`src/rtl/mem_arbiter.sv`:
```
// Three-way memory bus arbiter: data (D) > fetch (I) > external (X), with X promoted after
// STARVE_LIMIT consecutive D/I grants. Define ARB_TIMEOUT_EN to enable the response timeout.
module mem_arbiter #(
  parameter int unsigned ADDR_W       = 32,
  parameter int unsigned STARVE_LIMIT = 4,
  parameter int unsigned TIMEOUT      = 255
) (
  input  logic              clk_i,
  input  logic              rst_ni,

  input  logic              i_req_i,
  input  logic [ADDR_W-1:0] i_addr_i,
  output logic [31:0]       i_rdata_o,
  output logic              i_valid_o,

  input  logic              d_req_i,
  input  logic              d_we_i,
  input  logic [ADDR_W-1:0] d_addr_i,
  input  logic [31:0]       d_wdata_i,
  output logic [31:0]       d_rdata_o,
  output logic              d_valid_o,

  input  logic              x_req_i,
  input  logic              x_we_i,
  input  logic [ADDR_W-1:0] x_addr_i,
  input  logic [31:0]       x_wdata_i,
  output logic [31:0]       x_rdata_o,
  output logic              x_valid_o,

  output logic              mem_req_o,
  output logic              mem_we_o,
  output logic [ADDR_W-1:0] mem_addr_o,
  output logic [31:0]       mem_wdata_o,
  input  logic [31:0]       mem_rdata_i,
  input  logic              mem_valid_i,

  output logic              err_o,
  output logic [1:0]        owner_o
);

  if (STARVE_LIMIT < 1 || STARVE_LIMIT > 15 || TIMEOUT < 1 || TIMEOUT > 255) begin : gen_bad_param
    $error("mem_arbiter: STARVE_LIMIT must be 1..15 and TIMEOUT 1..255");
  end

  typedef enum logic [1:0] {StIdle, StBusy, StDone} state_e;
  typedef enum logic [1:0] {
    OwnNone = 2'd0,
    OwnI    = 2'd1,
    OwnD    = 2'd2,
    OwnX    = 2'd3
  } owner_e;

  localparam logic [3:0] StarveMax = 4'(STARVE_LIMIT);

  state_e              state_q;
  owner_e              owner_q;
  logic                mem_req_q;
  logic                mem_we_q;
  logic [ADDR_W-1:0]   mem_addr_q;
  logic [31:0]         mem_wdata_q;
  logic [3:0]          starve_q, starve_d;

  owner_e              win;
  logic                mem_done;
  logic                tmo_hit;
  logic                finish;
  logic [31:0]         rsp_data;

`ifdef ARB_TIMEOUT_EN
  localparam logic [7:0] TmoMax = 8'(TIMEOUT);
  logic [7:0] tmo_q;
  assign tmo_hit = (state_q == StBusy) && !mem_valid_i && (tmo_q == TmoMax);
`else
  assign tmo_hit = 1'b0;
`endif

  // Winner and starvation bookkeeping only matter at an IDLE grant edge.
  always_comb begin
    win = OwnNone;
    if ((starve_q == StarveMax) && x_req_i) begin
      win = OwnX;
    end else if (d_req_i) begin
      win = OwnD;
    end else if (i_req_i) begin
      win = OwnI;
    end else if (x_req_i) begin
      win = OwnX;
    end

    starve_d = starve_q;
    if ((win == OwnX) || !x_req_i) begin
      starve_d = 4'd0;
    end else if (starve_q != StarveMax) begin
      starve_d = starve_q + 4'd1;
    end
  end

  // A real memory response always wins over a coincident timeout.
  assign mem_done = (state_q == StBusy) && mem_valid_i;
  assign finish   = mem_done || tmo_hit;
  assign rsp_data = mem_valid_i ? mem_rdata_i : 32'hFFFF_FFFF;

  always_comb begin
    i_valid_o = finish && (owner_q == OwnI);
    d_valid_o = finish && (owner_q == OwnD);
    x_valid_o = finish && (owner_q == OwnX);
    i_rdata_o = i_valid_o ? rsp_data : 32'd0;
    d_rdata_o = d_valid_o ? rsp_data : 32'd0;
    x_rdata_o = x_valid_o ? rsp_data : 32'd0;
  end

  assign mem_req_o   = mem_req_q;
  assign mem_we_o    = mem_we_q;
  assign mem_addr_o  = mem_addr_q;
  assign mem_wdata_o = mem_wdata_q;
  assign owner_o     = owner_q;
  assign err_o       = tmo_hit;

  always_ff @(posedge clk_i or negedge rst_ni) begin
    if (!rst_ni) begin
      state_q     <= StIdle;
      owner_q     <= OwnNone;
      mem_req_q   <= 1'b0;
      mem_we_q    <= 1'b0;
      mem_addr_q  <= '0;
      mem_wdata_q <= 32'd0;
      starve_q    <= 4'd0;
`ifdef ARB_TIMEOUT_EN
      tmo_q       <= 8'd0;
`endif
    end else begin
      unique case (state_q)
        StIdle: begin
          if (win != OwnNone) begin
            state_q   <= StBusy;
            owner_q   <= win;
            mem_req_q <= 1'b1;
            starve_q  <= starve_d;
`ifdef ARB_TIMEOUT_EN
            tmo_q     <= 8'd0;
`endif
            unique case (win)
              OwnI: begin
                mem_we_q    <= 1'b0;
                mem_addr_q  <= i_addr_i;
                mem_wdata_q <= 32'd0;
              end
              OwnD: begin
                mem_we_q    <= d_we_i;
                mem_addr_q  <= d_addr_i;
                mem_wdata_q <= d_wdata_i;
              end
              OwnX: begin
                mem_we_q    <= x_we_i;
                mem_addr_q  <= x_addr_i;
                mem_wdata_q <= x_wdata_i;
              end
              default: ;
            endcase
          end
        end
        StBusy: begin
          if (finish) begin
            state_q   <= StDone;
            owner_q   <= OwnNone;
            mem_req_q <= 1'b0;
          end
`ifdef ARB_TIMEOUT_EN
          else begin
            tmo_q <= tmo_q + 8'd1;
          end
`endif
        end
        // Dead cycle lets the finished requester drop REQ before the next arbitration.
        StDone: state_q <= StIdle;
        default: state_q <= StIdle;
      endcase
    end
  end

endmodule

```
`config.mk`:
```
export PLATFORM = sky130hd
export DESIGN_NAME = mem_arbiter
export DESIGN_NICKNAME = d
export VERILOG_FILES = /design/src/rtl/mem_arbiter.sv
export SDC_FILE = /design/constraint.sdc
export NUM_CORES = 1
export LEC_CHECK = 0
export CAP_MARGIN = 5
export CORE_AREA = 10 10 134 136
export DETAILED_ROUTE_END_ITERATION = 8
export DIE_AREA = 0 0 144 146
export HOLD_SLACK_MARGIN = 0.1
export MAX_ROUTING_LAYER = met4
export PLACE_DENSITY = 0.73
export SLEW_MARGIN = 20
export SYNTH_ARGS = -nofsm -noshare
export SYNTH_HDL_FRONTEND = slang
export SYNTH_SLANG_ARGS = --single-unit
```
`constraint.sdc`:
```
create_clock -name clk_i -period 2.7 [get_ports clk_i]
set_clock_uncertainty 0.15 [all_clocks]
set_input_delay 0.54 -clock clk_i [delete_from_list [all_inputs] [get_ports clk_i]]
set_output_delay 0.54 -clock clk_i [all_outputs]
set_load 0.05 [all_outputs]
```
Yosys cells after proc, flatten, opt, wreduce, memory -nomap -nowiden:

Cells that the tools add are included.

* register bits after elaboration: 74
* output and inout bits: 168

* equal/unequal tests: 11
* muxes and demuxes: 22
* add/sub/neg operators: 1
* reduce and logical (&&, ||, !) cells: 16

Operators by type and width (number)
* 32-bit case mux with 3 select lines: 2
* 32-bit two-way mux: 4
* 2-bit two-way mux: 8
* 3-bit AND reduction: 3
* 2-bit == test, second input constant: 4
* 4-bit two-way mux: 2
* 2-bit case mux with 2 select lines: 2
* 2-bit by 1-bit == test with 1-bit output, second input constant: 3
* 2-bit nonzero test: 3
* 1-bit logical AND: 5
* 4-bit by 1-bit adder with 4-bit output, second input constant: 1
* 4-bit by 3-bit == test with 1-bit output, second input constant: 1
* 2-bit != test, second input constant: 2
* 4-bit by 3-bit != test with 1-bit output, second input constant: 1
* 1-bit case mux with 3 select lines: 1
* 3-bit nonzero test: 1
* 2-bit zero test: 1
* 1-bit two-way mux: 2
* 1-bit case mux with 2 select lines: 1
* 2-bit AND reduction: 1
* 1-bit zero test: 1
* 1-bit logical OR: 1

Logic depth before layout (Yosys ltp):

* depth in word-level cells: 8
* depth in mapped cells: 8
* mapped depth without buffers: 6

Worst setup path after synthesis:

No wires, ideal clock.

* kind: input to output
* start: in mem_valid_i
* end: out x_rdata_o[10]
* slack: -0.026 ns
* stages on the path: 6
* arrival: 2.036 ns
* buffers on the path: 1
* path through: inv_1 -> or2_4 -> inv_1 -> nand3_1 -> clkbuf_1 -> nor2_1

* word-level cells in the longest chain between the ends: 3
* elaborated cells on any way between the ends: 4
* classes of those cells: 2 x mux; 2 x reduce/logical

Ends and longest elaborated chain
* start, declared: line 35 `input logic mem_valid_i,`
* 1-bit logical AND: line 99 `assign mem_done = (state_q == StBusy) && mem_valid_i;`
* 1-bit logical AND: line 106 `x_valid_o = finish && (owner_q == OwnX);`
* 32-bit two-way mux *: line 109 `x_rdata_o = x_valid_o ? rsp_data : 32'd0;`
* end, declared: line 27 `output logic [31:0] x_rdata_o,`

Mark *: on every way between the ends. The rest lies on a longest branch, timed or not.

Worst setup path in the final report:

* start: reg state_q[1]
* end: out i_rdata_o[27]

* word-level cells in the longest chain between the ends: 4

Ends and longest elaborated chain
* start, declared: line 55 `state_e state_q;`
* start signal, assigned: line 121 `state_q <= StIdle;`
* start signal, assigned: line 135 `state_q <= StBusy;`
* start signal, assigned: line 164 `state_q <= StDone;`
* 2-bit by 1-bit == test with 1-bit output: line 99
* 1-bit logical AND: line 99
* 1-bit logical AND: line 104 `i_valid_o = finish && (owner_q == OwnI);`
* 32-bit two-way mux: line 107 `i_rdata_o = i_valid_o ? rsp_data : 32'd0;`
* end, declared: line 13 `output logic [31:0] i_rdata_o,`

Every way passes these cells.

==> summary.md <==
| Metric | Value |
|---|---|
| IO Pins | 368 |
| Pwr dens | 976 nW/um^2 |
| Post-Syn Area | 4280 um^2 |
| Dpl cell area | 9280 um^2 |
| Crit-path cells | nand2b_4 -> or2_4 -> buf_12 -> nor3b_4 -> buf_4 -> clkbuf_16 -> and2_4 -> buf_12 |
| Area delta synth->final | 144% |
| Cells after synthesis | 521 |
| Initial drt markers | 190 |
| Synth cell count leaders | 197 x nor2_1, 74 x dfrtp_1, 65 x a21oi_1 |
| Fin crit period | about 2.8 ns |
| Synthesis warning total | 0 |
| Num CTS Buffers | 9 |
| Most common cell in the synthesized netlist | nor2_1 |
| H-tree Lvls | 3 |
| Cell accounting for the most synthesized area | dfrtp_1 |
| Placement Setup Slack | -0.157 ns |
| Die ar. | 21,000 um^2 |
| Antenna violations before repair | 1 |
| Post-synthesis cell type count | 36 |
| FILL cells | 1,165 |
| Total Wirelength | 25,000 um |
| Main synth FF type | dfrtp_1 |
| Syn Nets | 723 |
| Slowest CP cell | dfrtp_1 |
| Die width | 144 um |
| Total number of vias | about 5,500 |
| Top cells by area, synth | dfrtp_1 43%, nor2_1 17%, a21oi_1 7.6% |
| Worst vdd ir | around 0.58 mV |
| FF-to-FF Start | starve_q[0]$_DFFE_PN0P_ |
| Congestion Overflow GR | 0 |
| Mux contribution to synthesized area | 0% |
| Hold Path Depth | 2 |
| Adder-cell share of the synthesized area | 0.584% |
| Routed WL per cell | 22.8 um |
| Final setup viols | 55 |
| CTS root buffer | clkbuf_16 |
| Port-buffer cells | 366 |
| Final nets | 1,100 |
| Synth top area share | 43.2% |
| Synth Area per Inst | 8.22 um^2 |
| Largest family of logic cells by synthesized area | compound AO/OA/AOI/OAI gates |
| Worst Tran Pin Value | 0.628 ns |
| Worst min path class | flip-flop to flip-flop |
| Slew Limit Fails | 0 |
| PnR worst setup slack | -0.0525 ns |
| CP peak stage delay | 0.40 ns |
| Crit-path most repeated cell | buf_12 |
| Clock latency on the worst-skew pair | 0.33 ns |
| Worst hold path endpoint | mem_req_o$_DFFE_PN0P_ |
| Post-synthesis xor/xnor area fraction | 0% |
| Reg2reg setup slack | 0.47 ns |
| Worst-path clk slew | 0.06 ns |
| Post-synthesis compound-gate area fraction | between 20% and 30% |
| Critical path peak fanout | 8 |
| Crit start category | flip-flop |
| Row cnt | between 40 and 50 |
| Simple-gate area share of the yosys netlist | 24.5% |
| Failing checks | negative setup slack |
| Post-route antenna net violation count | 0 |
| Worst R2R Path Depth | 7 |
| Asr flop ratio synth | 100% |
| Crit end category | primary output |
| Maxcap violations | 0 |
| TritonRoute pass-1 iters | 5 |
| Final Wtd Congestion | 0.919 |
| CP arrival | 2.06 ns |
| Status | finished with violations |
| Number of synthesized flops with an enable pin | 0 |
| Final Hold Vio Count | 0 |
| Unrepaired setup endpoints after global routing | true |
| HPWL reported at the end of detailed placement | 18,600 um |
| Seq cells post-synth | 74 |
| Crit Path Category | flip-flop to primary output |
| Relative slew slack | 58.0% |
| GRT Overall Usage | between 20% and 30% |
| Hold WS | 0.336 ns |
| Vias in the first global route | 5,796 |
| Largest net degree at the start of global routing | 51 |
| Fmax | around 360 MHz |
| Critical R2R Capture | mem_wdata_o[18]$_DFFE_PN0P_ |
| Hold Crit Start | mem_req_o$_DFFE_PN0P_ |
| Final Cell Area | 10,400 um^2 |
| Share of layout cells above drive strength 1 | 32.1% |
| First-pass GRT wire length | 34,900 um |
| Initial Util | 27.7% |
| Leak | 0.00420 uW |
| CP delay by family, top | simple AND/OR/NAND/NOR gates |
| Post-DR vias/cell | around 5 |
| TritonCTS clock tree | done |
| CTS Buffer Depth | 2 |
| Register area share after synthesis | 43.2% |
| CP required | ~2 ns |
| CORE AREA | roughly 15,000 um^2 |
| Clk sinks | 74 |
| Die Y-Extent | 146 um |
| DRC | 0 |
| WP buf/inv | 4 |
| Final Cycle Share | 102% |
==> placed cells by master, fill, tap and decap left out, types with 2 or more instances in the layout <==
cell	instances
and2_4	32
buf_4	21
ha_1	2
nor2_1	133
a21oi_1	65
buf_6	3
a22oi_1	32
dfrtp_1	74
buf_12	113
nand3_1	2
a221oi_2	20
nor2_2	8
clkbuf_16	13
nand2_1	5
clkinv_2	4
o21ai_0	4
clkdlybuf4s50_1	265
inv_1	7
o22ai_1	2
a221oi_1	13
nor2_4	56
buf_16	3
==> cells by family (layout without fill, tap and decap cells) <==
logic type | count (synthesis) | in the layout
AO/OA/AOI/OAI | 144 | 144
AND/OR/NAND/NOR | 246 | 246
buffers and inverters | 54 | 436
flip-flops | 74 | 74
other | 1 | 2
adder cells (fa/ha/maj) | 2 | 2
==> routing by layer <==
layer  up-vias  global-route usage [%]  wire length, um
met5         -                       -                0
met4         0                    7.00              782
met3        38                    6.76             1980
met2       266                    38.8            13400
met1      2679                    23.2             8800
li1       2543                       -                -
==> worst reg2reg max path, stage by stage (launching register included) <==
cell and delay (ns):
dfrtp_1 0.40, inv_1 0.06, ha_1 0.19, and3b_4 0.22, o21a_2 0.32, a221oi_1 0.55, buf_4 0.20, nor2_1 0.04
==> flip-flops by register name, indices dropped and copies added (netlist names) <==
signal	count
mem_addr_o	32
mem_req_o	1
mem_wdata_o	32
mem_we_o	1
owner_o	2
starve_q	4
state_q	2
==> timing repair <==
item | 4_1_cts | 5_1_grt
endpoints found under the setup margin | 99 | 97
pin swaps | 10 | 25
hold buffers | 1 | 0
buffers inserted | 9 | 1
endpoints found under the hold margin | 35 | 0
gates resized for setup | 127 | 52
cloned | 4 | 4
==> cell type report <==
type / count / area, um^2 / area share (%)
Antenna cell: 1 / 2.50 / 0.0240
Clock buffer: 9 / 225 / 2.16
Clock inverter: 7 / 45.0 / 0.431
Inverter: 9 / 36.3 / 0.347
Multi-Input combinational cell: 393 / 2740 / 26.2
Sequential cell: 74 / 1850 / 17.7
Tap cell: 192 / 240 / 2.30
Timing Repair Buffer: 411 / 5310 / 50.8
==> per-stage QoR <==
step	utilization, %	setup TNS, ns	instances	power, uW
finish	67.5	-1.23	1096	10200
floorplan	-	-0.745	521	5800
global placement	59.9	-9.45	1062	8590
global route	67.5	-7.75	1096	10700
detailed placement	59.9	-10.47	1062	8690
CTS	65.4	-0.843	1092	10100
==> where the power goes <==
part           switching, uW  internal [uW]  leakage [uW]
Clock                    472            620      0.000135
Combinational           4380           2720       0.00321
Sequential               336           1670      0.000855
Total                   5180           5010       0.00420
==> worst max path at each step <==
stage,startpoint,to,cells past startpoint
6_report,state_q[1]$_DFFE_PN0P_,i_rdata_o[27],8
5_1_grt,state_q[1]$_DFFE_PN0P_,i_rdata_o[9],8
4_1_cts,state_q[1]$_DFFE_PN0P_,i_rdata_o[9],8
3_5_place_dp,mem_valid_i,x_rdata_o[6],8
3_3_place_gp,mem_valid_i,i_rdata_o[13],7
2_1_floorplan,mem_valid_i,x_rdata_o[10],6
Note: power is estimated with default switching activity, not from simulation.
